<file path="src/rtl/sw_pkg.sv">
// Shared constants and per-bit state type for the slide-switch debouncer.
// Optional prescaled advance is enabled with the SW_DEBOUNCE_TICK_EN macro.
package sw_pkg;

   localparam int unsigned SW_WIDTH              = 16;
   localparam int unsigned SW_STABLE_CNT_DEFAULT = 1_000_000;
   localparam int unsigned SW_TICK_DIV_DEFAULT   = 100_000;

   // IDLE: synchronised input agrees with the debounced value.
   // SETTLING: they differ and the stability counter is running.
   typedef enum logic {
      IDLE     = 1'b0,
      SETTLING = 1'b1
   } sw_bit_state_e;

endpackage

</file>
<file path="src/rtl/sw_debounce_bit.sv">
// One switch bit: 2-flop synchroniser, stability counter and debounced flop.
// db_next_o exposes the value db_o takes on the next edge so the top can
// build the change strobe in the same cycle the bit updates.
module sw_debounce_bit
   import sw_pkg::*;
#(
   parameter int unsigned STABLE_CNT = SW_STABLE_CNT_DEFAULT
) (
   input  logic clk_i,
   input  logic rst_i,
   input  logic adv_i,
   input  logic raw_i,
   output logic db_o,
   output logic db_next_o
);

   localparam int unsigned CW = $clog2(STABLE_CNT);

   logic          s1_q, s1_d;
   logic          s2_q, s2_d;
   logic          db_q, db_d;
   logic [CW-1:0] cnt_q, cnt_d;
   sw_bit_state_e state;

   // Next-state: clear the counter while in agreement, count advances otherwise.
   always_comb begin
      s1_d  = raw_i;
      s2_d  = s1_q;
      db_d  = db_q;
      cnt_d = cnt_q;
      state = (s2_q == db_q) ? IDLE : SETTLING;
      case (state)
         IDLE: cnt_d = '0;
         SETTLING: begin
            if (adv_i) begin
               if (cnt_q == CW'(STABLE_CNT - 1)) begin
                  db_d  = s2_q;
                  cnt_d = '0;
               end else begin
                  cnt_d = cnt_q + CW'(1);
               end
            end
         end
         default: cnt_d = '0;
      endcase
   end

   // State registers, all cleared by the asynchronous reset.
   always_ff @(posedge clk_i or posedge rst_i) begin
      if (rst_i) begin
         s1_q  <= 1'b0;
         s2_q  <= 1'b0;
         db_q  <= 1'b0;
         cnt_q <= '0;
      end else begin
         s1_q  <= s1_d;
         s2_q  <= s2_d;
         db_q  <= db_d;
         cnt_q <= cnt_d;
      end
   end

   assign db_o      = db_q;
   assign db_next_o = db_d;

endmodule

</file>
<file path="src/rtl/sw_debounce.sv">
// Per-bit debouncer for the board slide switches, feeding the switch
// interrupt controller. Define SW_DEBOUNCE_TICK_EN to advance the stability
// counters on a shared prescaler tick instead of every clock.
module sw_debounce
   import sw_pkg::*;
#(
   parameter int unsigned WIDTH      = SW_WIDTH,
   parameter int unsigned STABLE_CNT = SW_STABLE_CNT_DEFAULT,
   parameter int unsigned TICK_DIV   = SW_TICK_DIV_DEFAULT
) (
   input  logic             clk_i,
   input  logic             rst_i,
   input  logic [WIDTH-1:0] raw_i,
   output logic [WIDTH-1:0] db_o,
   output logic             chg_o,
   output logic [WIDTH-1:0] chg_mask_o
);

   logic             adv;
   logic [WIDTH-1:0] db;
   logic [WIDTH-1:0] db_next;
   logic             chg_q, chg_d;
   logic [WIDTH-1:0] chg_mask_q, chg_mask_d;

`ifdef SW_DEBOUNCE_TICK_EN
   localparam int unsigned PW = $clog2(TICK_DIV);

   logic [PW-1:0] pre_q, pre_d;
   logic          tick;

   // Prescaler: ticks on its terminal count, then wraps to zero.
   always_comb begin
      tick  = (pre_q == PW'(TICK_DIV - 1));
      pre_d = tick ? '0 : pre_q + PW'(1);
   end

   // Prescaler register.
   always_ff @(posedge clk_i or posedge rst_i) begin
      if (rst_i) pre_q <= '0;
      else       pre_q <= pre_d;
   end

   assign adv = tick;
`else
   assign adv = 1'b1;
`endif

   for (genvar i = 0; i < WIDTH; i++) begin : g_bit
      sw_debounce_bit #(
         .STABLE_CNT (STABLE_CNT)
      ) u_bit (
         .clk_i      (clk_i),
         .rst_i      (rst_i),
         .adv_i      (adv),
         .raw_i      (raw_i[i]),
         .db_o       (db[i]),
         .db_next_o  (db_next[i])
      );
   end

   // Change strobe: bits whose debounced value flips on this edge.
   always_comb begin
      chg_mask_d = db_next ^ db;
      chg_d      = |chg_mask_d;
   end

   // Strobe registers, updated on the same edge as the debounced bits.
   always_ff @(posedge clk_i or posedge rst_i) begin
      if (rst_i) begin
         chg_q      <= 1'b0;
         chg_mask_q <= '0;
      end else begin
         chg_q      <= chg_d;
         chg_mask_q <= chg_mask_d;
      end
   end

   assign db_o       = db;
   assign chg_o      = chg_q;
   assign chg_mask_o = chg_mask_q;

endmodule

</file>
<file path="config.mk">
export PLATFORM = sky130hd
export DESIGN_NAME = sw_debounce
export DESIGN_NICKNAME = d
export VERILOG_FILES = /design/src/rtl/sw_pkg.sv /design/src/rtl/sw_debounce_bit.sv /design/src/rtl/sw_debounce.sv
export SDC_FILE = /design/constraint.sdc
export NUM_CORES = 1
export LEC_CHECK = 0
export ABC_AREA = 1
export CAP_MARGIN = 20
export CORE_ASPECT_RATIO = 2
export CORE_MARGIN = 5
export CORE_UTILIZATION = 39
export CTS_BUF_LIST = sky130_fd_sc_hd__clkbuf_16
export CTS_CLUSTER_DIAMETER = 150
export DETAILED_ROUTE_END_ITERATION = 10
export PLACE_DENSITY = 0.6
export SETUP_SLACK_MARGIN = 0.05
export SLEW_MARGIN = 20
export SYNTH_ARGS = -nofsm -noshare
export SYNTH_HDL_FRONTEND = slang
export SYNTH_SLANG_ARGS = --single-unit
</file>
<file path="constraint.sdc">
create_clock -name clk_i -period 13.7 [get_ports clk_i]
set_clock_uncertainty 0.2 [all_clocks]
set_input_delay 2.74 -clock clk_i [delete_from_list [all_inputs] [get_ports clk_i]]
set_output_delay 2.74 -clock clk_i [all_outputs]
set_load 0.02 [all_outputs]
</file>
Word-level counts from Yosys, hierarchy flattened --
Index checks and enable logic that the tools add are counted.
Storage, ports and cells: register bits 385, bits in latches 0, bits in writable memories 0, ROM bits 0, output and inout bits 33, word-level logic and storage cells 196, memories kept 0
Cells by class: add/sub/neg operators 16, multiply operators 0, divide/modulo/power cells 0, magnitude comparators 0, equality and inequality tests 32, shifts and indexed selects 0, muxes and demuxes 80, bitwise operators 1, reductions and logical operators 1
Operators with widths (count):
- one-hot mux 20 bit (2 select lines) | 16
- adder 20 x 1 -> 20 bit, second input constant | 16
- equality test 20 bit, second input constant | 16
- 2-to-1 mux 20 bit | 16
- 2-to-1 mux 1 bit | 48
- equality test 1 bit | 16
- OR reduction 16 bit | 1
- XOR 16 bit | 1

Logic depth before layout (Yosys ltp) --
Gate-level depths: netlist (run 1).
depth after elaboration 5, depth in mapped cells 11, depth with buffers taken out 11

By module --
Synthesis (run 1) repeated with hierarchy kept, for this count alone.
Second synthesis, totals: cell total of the unflattened synthesis 3224, area, all modules 23558.8 sq um
Modules (own cells, without submodules):
- sw_debounce_bit | times used 16, cells an instance 195, area each 1425.1 sq um, seq. area each 575.6 sq um
- sw_debounce | times used 1, cells an instance 104, area each 757.0 sq um, seq. area each 425.4 sq um

Worst setup path before layout (run 1) --
Ideal clock, no wire load.
kind flip-flop to output port, start reg g_bit[3].u_bit.db_q, end out db_o[3], data arrival time 530 ps, data required time 10760 ps, path slack 10230 ps, cell stages (with the launch flop) 2, buffers on the path 1, path through dfrtp_1 buf_4
RTL lines:
- start: declaration | line sw_debounce_bit.sv:21 | logic db_q, db_d;
- start signal: assignment | line sw_debounce_bit.sv:53 | db_q <= 1'b0;
- start signal: assignment | line sw_debounce_bit.sv:58 | db_q <= db_d;
- end: declaration | line sw_debounce.sv:14 | output logic [WIDTH-1:0] db_o,
No word-level cell between the ends.

==> results of run 1 <==
[layer usage]
metal	part of all wire, %	track usage [%]	vias to the layer above
li1	-	-	7364
met1	49	19.5	6481
met2	45	22.0	161
met3	3.5	2.04	52
met4	2.3	3.69	0
met5	0	0	-
[final cells by class]
class,instances,area share (%)
Clock inverter,31,1.18
Sequential cell,385,45.4
Tap cell,638,3.76
Inverter,338,6.01
Timing Repair Buffer,54,2.50
Clock buffer,38,4.48
Multi-Input combinational cell,1543,36.7
[kinds of logic (layout without fill, tap and decap cells)]
family | after synthesis | in the layout | share of synthesized area (%)
simple gates | 1176 | 1176 | 28.3
flops | 385 | 385 | 51.2
buf+inv | 355 | 461 | 7.41
compound gates | 239 | 239 | 6.65
xor+xnor | 96 | 96 | 4.47
fa+ha+maj | 16 | 16 | 1.06
mux | 16 | 16 | 0.957
[placed cells by master, fill, tap and decap left out, types with 5 or more instances in the layout]
cell	synthesis	final
clkdlybuf4s50_1	0	50
nand2_1	378	378
inv_2	6	6
nor2_2	24	24
clkbuf_16	0	38
nor2_1	453	453
dfrtp_1	385	385
nand3_1	101	101
nand2_2	27	27
nand4_1	31	31
nor4_1	7	7
nand3_2	14	14
a31oi_1	9	9
ha_1	16	16
nand3b_1	7	7
o21ai_0	99	99
inv_1	331	337
xor2_1	64	64
clkinv_1	1	6
nor3_2	12	12
mux2_2	16	16
nor3b_1	22	22
nor2_4	13	13
xnor2_1	32	32
clkinv_2	0	8
o21a_1	5	5
nor3_1	77	77
a21oi_1	117	117
[report_power, final]
part	total [mW]	leakage (nW)	switching, mW	internal, mW
Sequential	1.16	5.27	0.0113	1.15
Combinational	0.0738	3.57	0.0526	0.0213
Clock	1.02	0.616	0.450	0.568
[flip-flops by register name (all words and copies together), names as in the netlist]
name	cells
g_bit.u_bit.s1_q	16
chg_mask_o	16
g_bit.u_bit.s2_q	16
chg_o	1
g_bit.u_bit.db_o	16
g_bit.u_bit.cnt_q	320
[Yosys cell counts (14+ instances only)]
cell type	instances	area, um^2
nor2_1	453	1700
dfrtp_1	385	9630
nand2_1	378	1420
inv_1	331	1240
a21oi_1	117	586
nand3_1	101	505
o21ai_0	99	495
nor3_1	77	385
xor2_1	64	561
xnor2_1	32	280
nand4_1	31	194
nand2_2	27	169
nor2_2	24	150
nor3b_1	22	165
buf_4	16	120
ha_1	16	200
mux2_2	16	180
nand3_2	14	140
[worst paths after layout]
| path | from | endpoint | slack (ns) | cells after the start |
|---|---|---|---|---|
| setup / recovery | rst_i | g_bit[2].u_bit.cnt_q[17] | 8.52 | 4 |
| setup reg to reg | g_bit[14].u_bit.cnt_q[0] | g_bit[14].u_bit.cnt_q[19] | 11.49 | 8 |
| max in group clk_i | g_bit[14].u_bit.db_o | db_o[14] | 9.19 | 1 |
| hold reg to reg | g_bit[5].u_bit.s1_q | g_bit[5].u_bit.s2_q | 0.14 | 0 |
| hold / removal | g_bit[5].u_bit.s1_q | g_bit[5].u_bit.s2_q | 0.14 | 0 |
| min in group asynchronous | rst_i | g_bit[4].u_bit.cnt_q[11] | 2.58 | 2 |
[metrics by stage]
stage / hold slack [ns] / worst slack [ns] / power [mW] / area (um^2) / util (%)
final: 0.143 / 8.52 / 2.26 / 21200 / 44.2
after global routing: 0.147 / 7.94 / 2.36 / 21200 / 44.2
after CTS: 0.147 / 8.26 / 2.31 / 21200 / 44.2
after detailed placement: 0.135 / 7.68 / 1.26 / 20000 / 41.7
after global placement: 0.132 / 7.65 / 1.26 / 20000 / 41.7
after floorplan: 0.131 / 0.0609 / 1.24 / 18800 / -
==> key figures, run 1 <==
Outcome
  – Status: complete, no violations

GRT
  – Largest net degree at the start of global routing: 135
  – Initial antenna violation count: 1
  – All-Layer GR Usage: 13.7%
  – Vias in the first global route: 13,736
  – First-pass GRT wire length: 62,400 um
  – GRT overflow: 0

Placed design
  – Dpl cells: 2,958
  – DP HPWL: 24,800 um
  – Global placement routability congestion: 0.804
  – Port buffer count: 50

Final layout
  – Finished Layout Cells: 3,027
  – Share of layout cells above drive strength 1: 7.66%
  – Nets: 2,394
  – Fill cells: 4,762
  – FF+latch area: 0.00963 mm^2
  – Area of the multi-input gates: 0.00779 mm^2
  – Antenna Cells: 0
  – Area Overhead vs Synth: 12.8%

Die
  – Core area: 0.0481 mm^2
  – Die area: 0.0530 mm^2
  – I/O pin cnt: 51
  – Die Height: 321 um
  – FP Rows: 114
  – Initial Util: 39.2%
  – Die span in x: 165 um

Critical path
  – Critical path buffer and inverter count: 4
  – Worst-path cell chain: clkdlybuf4s50_1, inv_8, buf_4, buf_4
  – Critical Path End Type: async pin
  – WP data arrival: 5.51 ns
  – Worst Path Required: 14.03 ns
  – Worst setup SP type: primary input
  – Worst Path Max Fanout: 134
  – Critical path class: in2async
  – CP most frequent cell: buf_4
  – CP top delay family: buffers and inverters
  – Slowest cell on the critical path: buf_4
  – Max incr delay on CP: 0.83 ns

Yosys
  – Post-synth cell types: 38
  – Syn_nets: 2,317
  – Synth Flop Type: dfrtp_1
  – Synthesis Warnings: 0
  – #FFs+latches synth: 385
  – Syn Area/Cell: 8.24 um^2
  – Synth async-reset ratio: 100%
  – Register area share after synthesis: 51.2%
  – Post-Syn Instances: 2,283
  – EDFF count, synth: 0
  – Netlist Area Pre-Place: 0.0188 mm^2

Routing
  – Avg WL per Cell: 11.6 um
  – Final wirelength: 35,200 um
  – Post-route ant nets: 0
  – Vias per cell: 4.64
  – DRC: 0
  – Vias: 14,058
  – DR pass1 iterations: 5
  – DR iter-0 viols: 733

Power
  – VDD IR max: 0.150 mV
  – Leak Pwr: 9.45 nW
  – P per Cell Area: 106 mW/mm^2

STA
  – Least-Margin Pin Slew: 0.904 ns
  – Setup TNS Final: 0 ns
  – Peak Freq: 193 MHz
  – Fin crit period: 5.18 ns
  – Tcrit/Tclk final: 37.8%
  – RSZ-0062 raised after global routing: no
  – Max-slew violations: 0
  – Finish-stage setup viols: 0
  – Relative slew margins: 39.8%
  – Final hold violation count: 0

Clocking
  – Root buffer cell: clkbuf_16
  – TritonCTS clock tree: yes
  – H-tree depth: 2
  – Post-CTS Hold Fix Bufs: 0
  – Clock-pin slew on the worst setup and hold paths: 0.07 ns
  – Bufs on Longest Clock Path: 3
  – Post_cts resized: 0
  – Sink Count: 385
  – Clk_lat worst skew: 0.55 ns
  – Num CTS Buffers: 38
  – Post-CTS Setup Repair Bufs: 0

Hold path
  – HP Class: reg2reg

Job
  – MaxCap Viol Count: 0
Power figures use the tool's default switching activity.
==> run 2: changes to the inputs <==
==> constraint.sdc (replaced) <==
create_clock -name clk_i -period 4.4 [get_ports clk_i]
set_clock_uncertainty 0.2 [all_clocks]
set_input_delay 0.88 -clock clk_i [delete_from_list [all_inputs] [get_ports clk_i]]
set_output_delay 0.88 -clock clk_i [all_outputs]
set_load 0.02 [all_outputs]
==> key figures, run 2 (synthesis gave the netlist of run 1 again) <==
Placed design
  – Port buffer count: 50
  – Global placement routability congestion: 0.813
  – DP HPWL: 25,000 um
  – Pre-CTS setup slack: 1.93 ns

Die
  – Die area: 0.0530 mm^2
  – FP Rows: 114
  – I/O pin cnt: 51
  – Initial Util: 39.2%
  – Core area: 0.0481 mm^2
  – Die span in x: 165 um
  – Die Height: 321 um

Critical path
  – Worst Path Max Fanout: 3
  – Worst-path cell chain: clkdlybuf4s50_1
  – Worst Path Required: 3.32 ns
  – Max incr delay on CP: 0.66 ns
  – Critical path buffer and inverter count: 1
  – Critical Path End Type: output port
  – WP data arrival: 1.58 ns
  – Worst setup SP type: register
  – CP top delay family: buffers and inverters
  – Slowest cell on the critical path: clkdlybuf4s50_1
  – Critical path class: reg2out

Hold path
  – HP Class: reg2reg

GRT
  – Vias in the first global route: 13,654
  – GRT overflow: 0
  – All-Layer GR Usage: 13.7%
  – Largest net degree at the start of global routing: 101
  – First-pass GRT wire length: 62,600 um
  – Initial antenna violation count: 0

Routing
  – DR iter-0 viols: 848
  – Avg WL per Cell: 11.6 um
  – Vias per cell: 4.63
  – DR pass1 iterations: 5
  – Final wirelength: 35,100 um
  – Vias: 14,028
  – Post-route ant nets: 0
  – DRC: 0

Clocking
  – Clock-pin slew on the worst setup and hold paths: 0.06 ns
  – Root buffer cell: clkbuf_16
  – Clk_lat worst skew: 0.54 ns
  – Post_cts resized: 0
  – Post-CTS Setup Repair Bufs: 0
  – Num CTS Buffers: 39
  – TritonCTS clock tree: yes
  – H-tree depth: 2
  – Sink Count: 385
  – Post-CTS Hold Fix Bufs: 0
  – Bufs on Longest Clock Path: 3

STA
  – Peak Freq: 376 MHz
  – Finish-stage setup viols: 0
  – Setup TNS Final: 0 ns
  – Relative slew margins: 51.8%
  – Final worst slack: 1.74 ns
  – Fin crit period: 2.66 ns
  – Tcrit/Tclk final: 60.5%
  – Final hold violation count: 0
  – RSZ-0062 raised after global routing: no
  – Least-Margin Pin Slew: 0.718 ns
  – Max-slew violations: 0

Power
  – Final total power: 7.20 mW
  – Leak Pwr: 9.53 nW
  – P per Cell Area: 336 mW/mm^2
  – VDD IR max: 0.353 mV

Final layout
  – Commonest non-fill, non-tap cell in the layout: nor2_1
  – Max reg flops: 320
  – FF+latch area: 0.00963 mm^2
  – Share of layout cells above drive strength 1: 7.77%
  – Antenna Cells: 0
  – Nets: 2,398
  – Area of the multi-input gates: 0.00779 mm^2
  – Area Overhead vs Synth: 13.7%
  – Commonest non-fill, non-tap cells in the layout: nor2_1, dfrtp_1, nand2_1, inv_1, a21oi_1
  – Reg with most FFs: g_bit.u_bit.cnt_q
  – Fill cells: 4,709

Job
  – MaxCap Viol Count: 0

Outcome
  – Status: complete, no violations
==> run 2: final timing paths <==
path,startpoint,endpoint,slack (ns),depth (start not counted)
worst min-delay path,g_bit[12].u_bit.s1_q,g_bit[12].u_bit.s2_q,0.14,0
min in group asynchronous,rst_i,chg_mask_o[11],0.56,2
max in group asynchronous,rst_i,g_bit[8].u_bit.s1_q,2.54,3
worst max register to register,g_bit[3].u_bit.db_o,chg_o,2.15,6
worst max-delay path,g_bit[14].u_bit.db_o,db_o[14],1.74,1
worst min register to register,g_bit[12].u_bit.s1_q,g_bit[12].u_bit.s2_q,0.14,0
==> run 2: power breakdown <==
| part | total, mW | internal, mW | leakage [nW] | switching (mW) |
|---|---|---|---|---|
| registers | 3.62 | 3.59 | 5.27 | 0.0330 |
| clock network | 3.33 | 1.97 | 0.658 | 1.36 |
| logic | 0.240 | 0.0754 | 3.61 | 0.165 |
| total | 7.20 | 5.64 | 9.53 | 1.56 |
==> run 2: final cells by class <==
class | count | share of cell area (%)
clock buffer | 39 | 4.56
inverter | 338 | 5.94
timing repair buffer | 57 | 2.93
clock inverter | 31 | 1.42
sequential | 385 | 45.0
multi-input combinational | 1543 | 36.4
tap | 638 | 3.73
==> run 2: metrics by stage <==
stage	cell area (um^2)	cells	utilization, %	hold WS [ns]
floorplan	18800	2283	-	0.131
global placement	20100	2961	41.9	0.133
detailed placement	20100	2961	41.9	0.136
CTS	21400	3031	44.5	0.149
global route	21400	3031	44.5	0.150
finish	21400	3031	44.5	0.144
==> run 2: metal layers <==
metal	GRT usage, %	routed length (um)	part of all wire, %
met1	19.5	17100	49
met2	21.5	15800	45
met3	2.28	1290	3.7
met4	4.06	859	2.4
met5	0	0	0
==> run 3: changes to the inputs <==
--- a/config.mk
+++ b/config.mk
@@ -13,7 +13,7 @@
 export CTS_BUF_LIST = sky130_fd_sc_hd__clkbuf_16
 export CTS_CLUSTER_DIAMETER = 150
 export DETAILED_ROUTE_END_ITERATION = 10
-export PLACE_DENSITY = 0.6
+export PLACE_DENSITY = 0.58
 export SETUP_SLACK_MARGIN = 0.05
 export SLEW_MARGIN = 20
 export SYNTH_ARGS = -nofsm -noshare
==> constraint.sdc (replaced) <==
create_clock -name clk_i -period 2.7 [get_ports clk_i]
set_clock_uncertainty 0.2 [all_clocks]
set_input_delay 0.54 -clock clk_i [delete_from_list [all_inputs] [get_ports clk_i]]
set_output_delay 0.54 -clock clk_i [all_outputs]
set_load 0.02 [all_outputs]
==> key figures, run 3 (synthesis gave the netlist of run 1 again) <==
Outcome
  – Status: complete, no violations

Die
  – Die Height: 321 um
  – I/O pin cnt: 51
  – Die area: 0.0530 mm^2
  – FP Rows: 114
  – Initial Util: 39.2%
  – Core area: 0.0481 mm^2
  – Die span in x: 165 um

Clocking
  – Clock-pin slew on the worst setup and hold paths: 0.06 ns
  – Post_cts resized: 0
  – Post-CTS Hold Fix Bufs: 0
  – Num CTS Buffers: 39
  – Sink Count: 385
  – Clk_lat worst skew: 0.53 ns
  – Root buffer cell: clkbuf_16
  – Post-CTS Setup Repair Bufs: 0
  – H-tree depth: 2
  – TritonCTS clock tree: yes
  – Bufs on Longest Clock Path: 3

Critical path
  – Worst Path Max Fanout: 3
  – Critical path class: reg2out
  – Critical path buffer and inverter count: 1
  – Worst Path Required: 1.96 ns
  – CP top delay family: buffers and inverters
  – Critical path launch point: g_bit[14].u_bit.db_o
  – Worst-path cell chain: clkdlybuf4s50_1
  – Max incr delay on CP: 0.64 ns
  – Worst setup SP type: register
  – Slowest cell on the critical path: clkdlybuf4s50_1
  – Critical Path End Type: output port
  – Reg2Reg Depth: 8
  – RR Startpoint: g_bit[14].u_bit.cnt_q[0]
  – CP Depth: 1
  – WP data arrival: 1.62 ns

STA
  – Hold slack: 0.0621 ns
  – Fin crit period: 2.36 ns
  – Finish-stage setup viols: 0
  – Least-Margin Pin Slew: 0.565 ns
  – RSZ-0062 raised after global routing: no
  – Max-slew violations: 0
  – Final worst slack: 0.344 ns
  – Tcrit/Tclk final: 87.2%
  – Final hold violation count: 0
  – Peak Freq: 425 MHz
  – Relative slew margins: 62.1%

Final layout
  – Commonest non-fill, non-tap cells in the layout: nor2_1, dfrtp_1, nand2_1, inv_1, a21oi_1
  – Area of the multi-input gates: 0.00779 mm^2
  – Antenna Cells: 0
  – Commonest non-fill, non-tap cell in the layout: nor2_1
  – Reg with most FFs: g_bit.u_bit.cnt_q
  – Fill cells: 4,774
  – Max reg flops: 320
  – Nets: 2,405
  – Share of layout cells above drive strength 1: 8.08%
  – FF+latch area: 0.00963 mm^2
  – Area Overhead vs Synth: 14.0%

Power
  – P per Cell Area: 549 mW/mm^2
  – Leak Pwr: 9.56 nW
  – VDD IR max: 0.504 mV

Placed design
  – Pre-CTS setup slack: 0.583 ns
  – Port buffer count: 50
  – DP HPWL: 25,400 um
  – Global placement routability congestion: 0.820

Routing
  – Post-route ant nets: 0
  – Avg WL per Cell: 11.7 um
  – DR pass1 iterations: 5
  – Final wirelength: 35,500 um
  – DRC: 0
  – DR iter-0 viols: 934
  – Vias: 14,059
  – Vias per cell: 4.63

GRT
  – Largest net degree at the start of global routing: 83
  – First-pass GRT wire length: 63,100 um
  – Vias in the first global route: 13,787
  – All-Layer GR Usage: 13.9%
  – Initial antenna violation count: 0
  – GRT overflow: 0

Hold path
  – HP Class: in2async

Job
  – MaxCap Viol Count: 0
==> run 3: changes by cell type in the layout (fill, tap and decap cells not counted), moves of 2 or more <==
cell | previous run | this run
clkinv_2 | 8 | 5
buf_4 | 1 | 8
bufinv_16 | 6 | 4
clkinv_1 | 8 | 6
clkinv_4 | 0 | 4
clkbuf_16 | 39 | 41
==> run 3: through the flow <==
step | total power, mW | utilization (%) | area [um^2] | TNS [ns] | instances
after CTS | 12.0 | 44.7 | 21500 | 0 | 3038
final | 11.8 | 44.7 | 21500 | 0 | 3038
after global routing | 12.3 | 44.7 | 21500 | 0 | 3038
after floorplan | 6.28 | - | 18800 | -1238.14 | 2283
after detailed placement | 6.43 | 42.0 | 20200 | 0 | 2968
after global placement | 6.42 | 42.0 | 20200 | 0 | 2968
==> run 3: final cells by class <==
class,instances,area share (%)
clock buffers,41,4.78
clock inverters,29,1.21
inverters,338,5.93
multi-input cells,1543,36.3
flip-flops and latches,385,44.9
well taps,638,3.72
repair buffers,64,3.17
==> run 3: metal layers <==
metal	GRT usage [%]	vias to the layer above	wire length, um
met1	19.7	6420	17400
met3	2.37	53	1340
met5	0	-	0
li1	-	7419	-
met4	3.82	0	826
met2	22.1	167	16000
==> run 3: final timing paths <==
| path | to | slack, ns |
|---|---|---|
| max in group asynchronous | g_bit[14].u_bit.cnt_q[0] | 1.43 |
| hold / removal | g_bit[12].u_bit.s1_q | 0.06 |
| hold reg to reg | g_bit[5].u_bit.s2_q | 0.15 |
| min in group clk_i | g_bit[5].u_bit.s2_q | 0.15 |
| setup reg to reg | g_bit[14].u_bit.cnt_q[16] | 0.58 |
| setup / recovery | db_o[14] | 0.34 |
==> run 3: power breakdown <==
part           switching, mW  internal (mW)
Combinational          0.269          0.130
Sequential            0.0548           5.85
Clock                   2.32           3.15
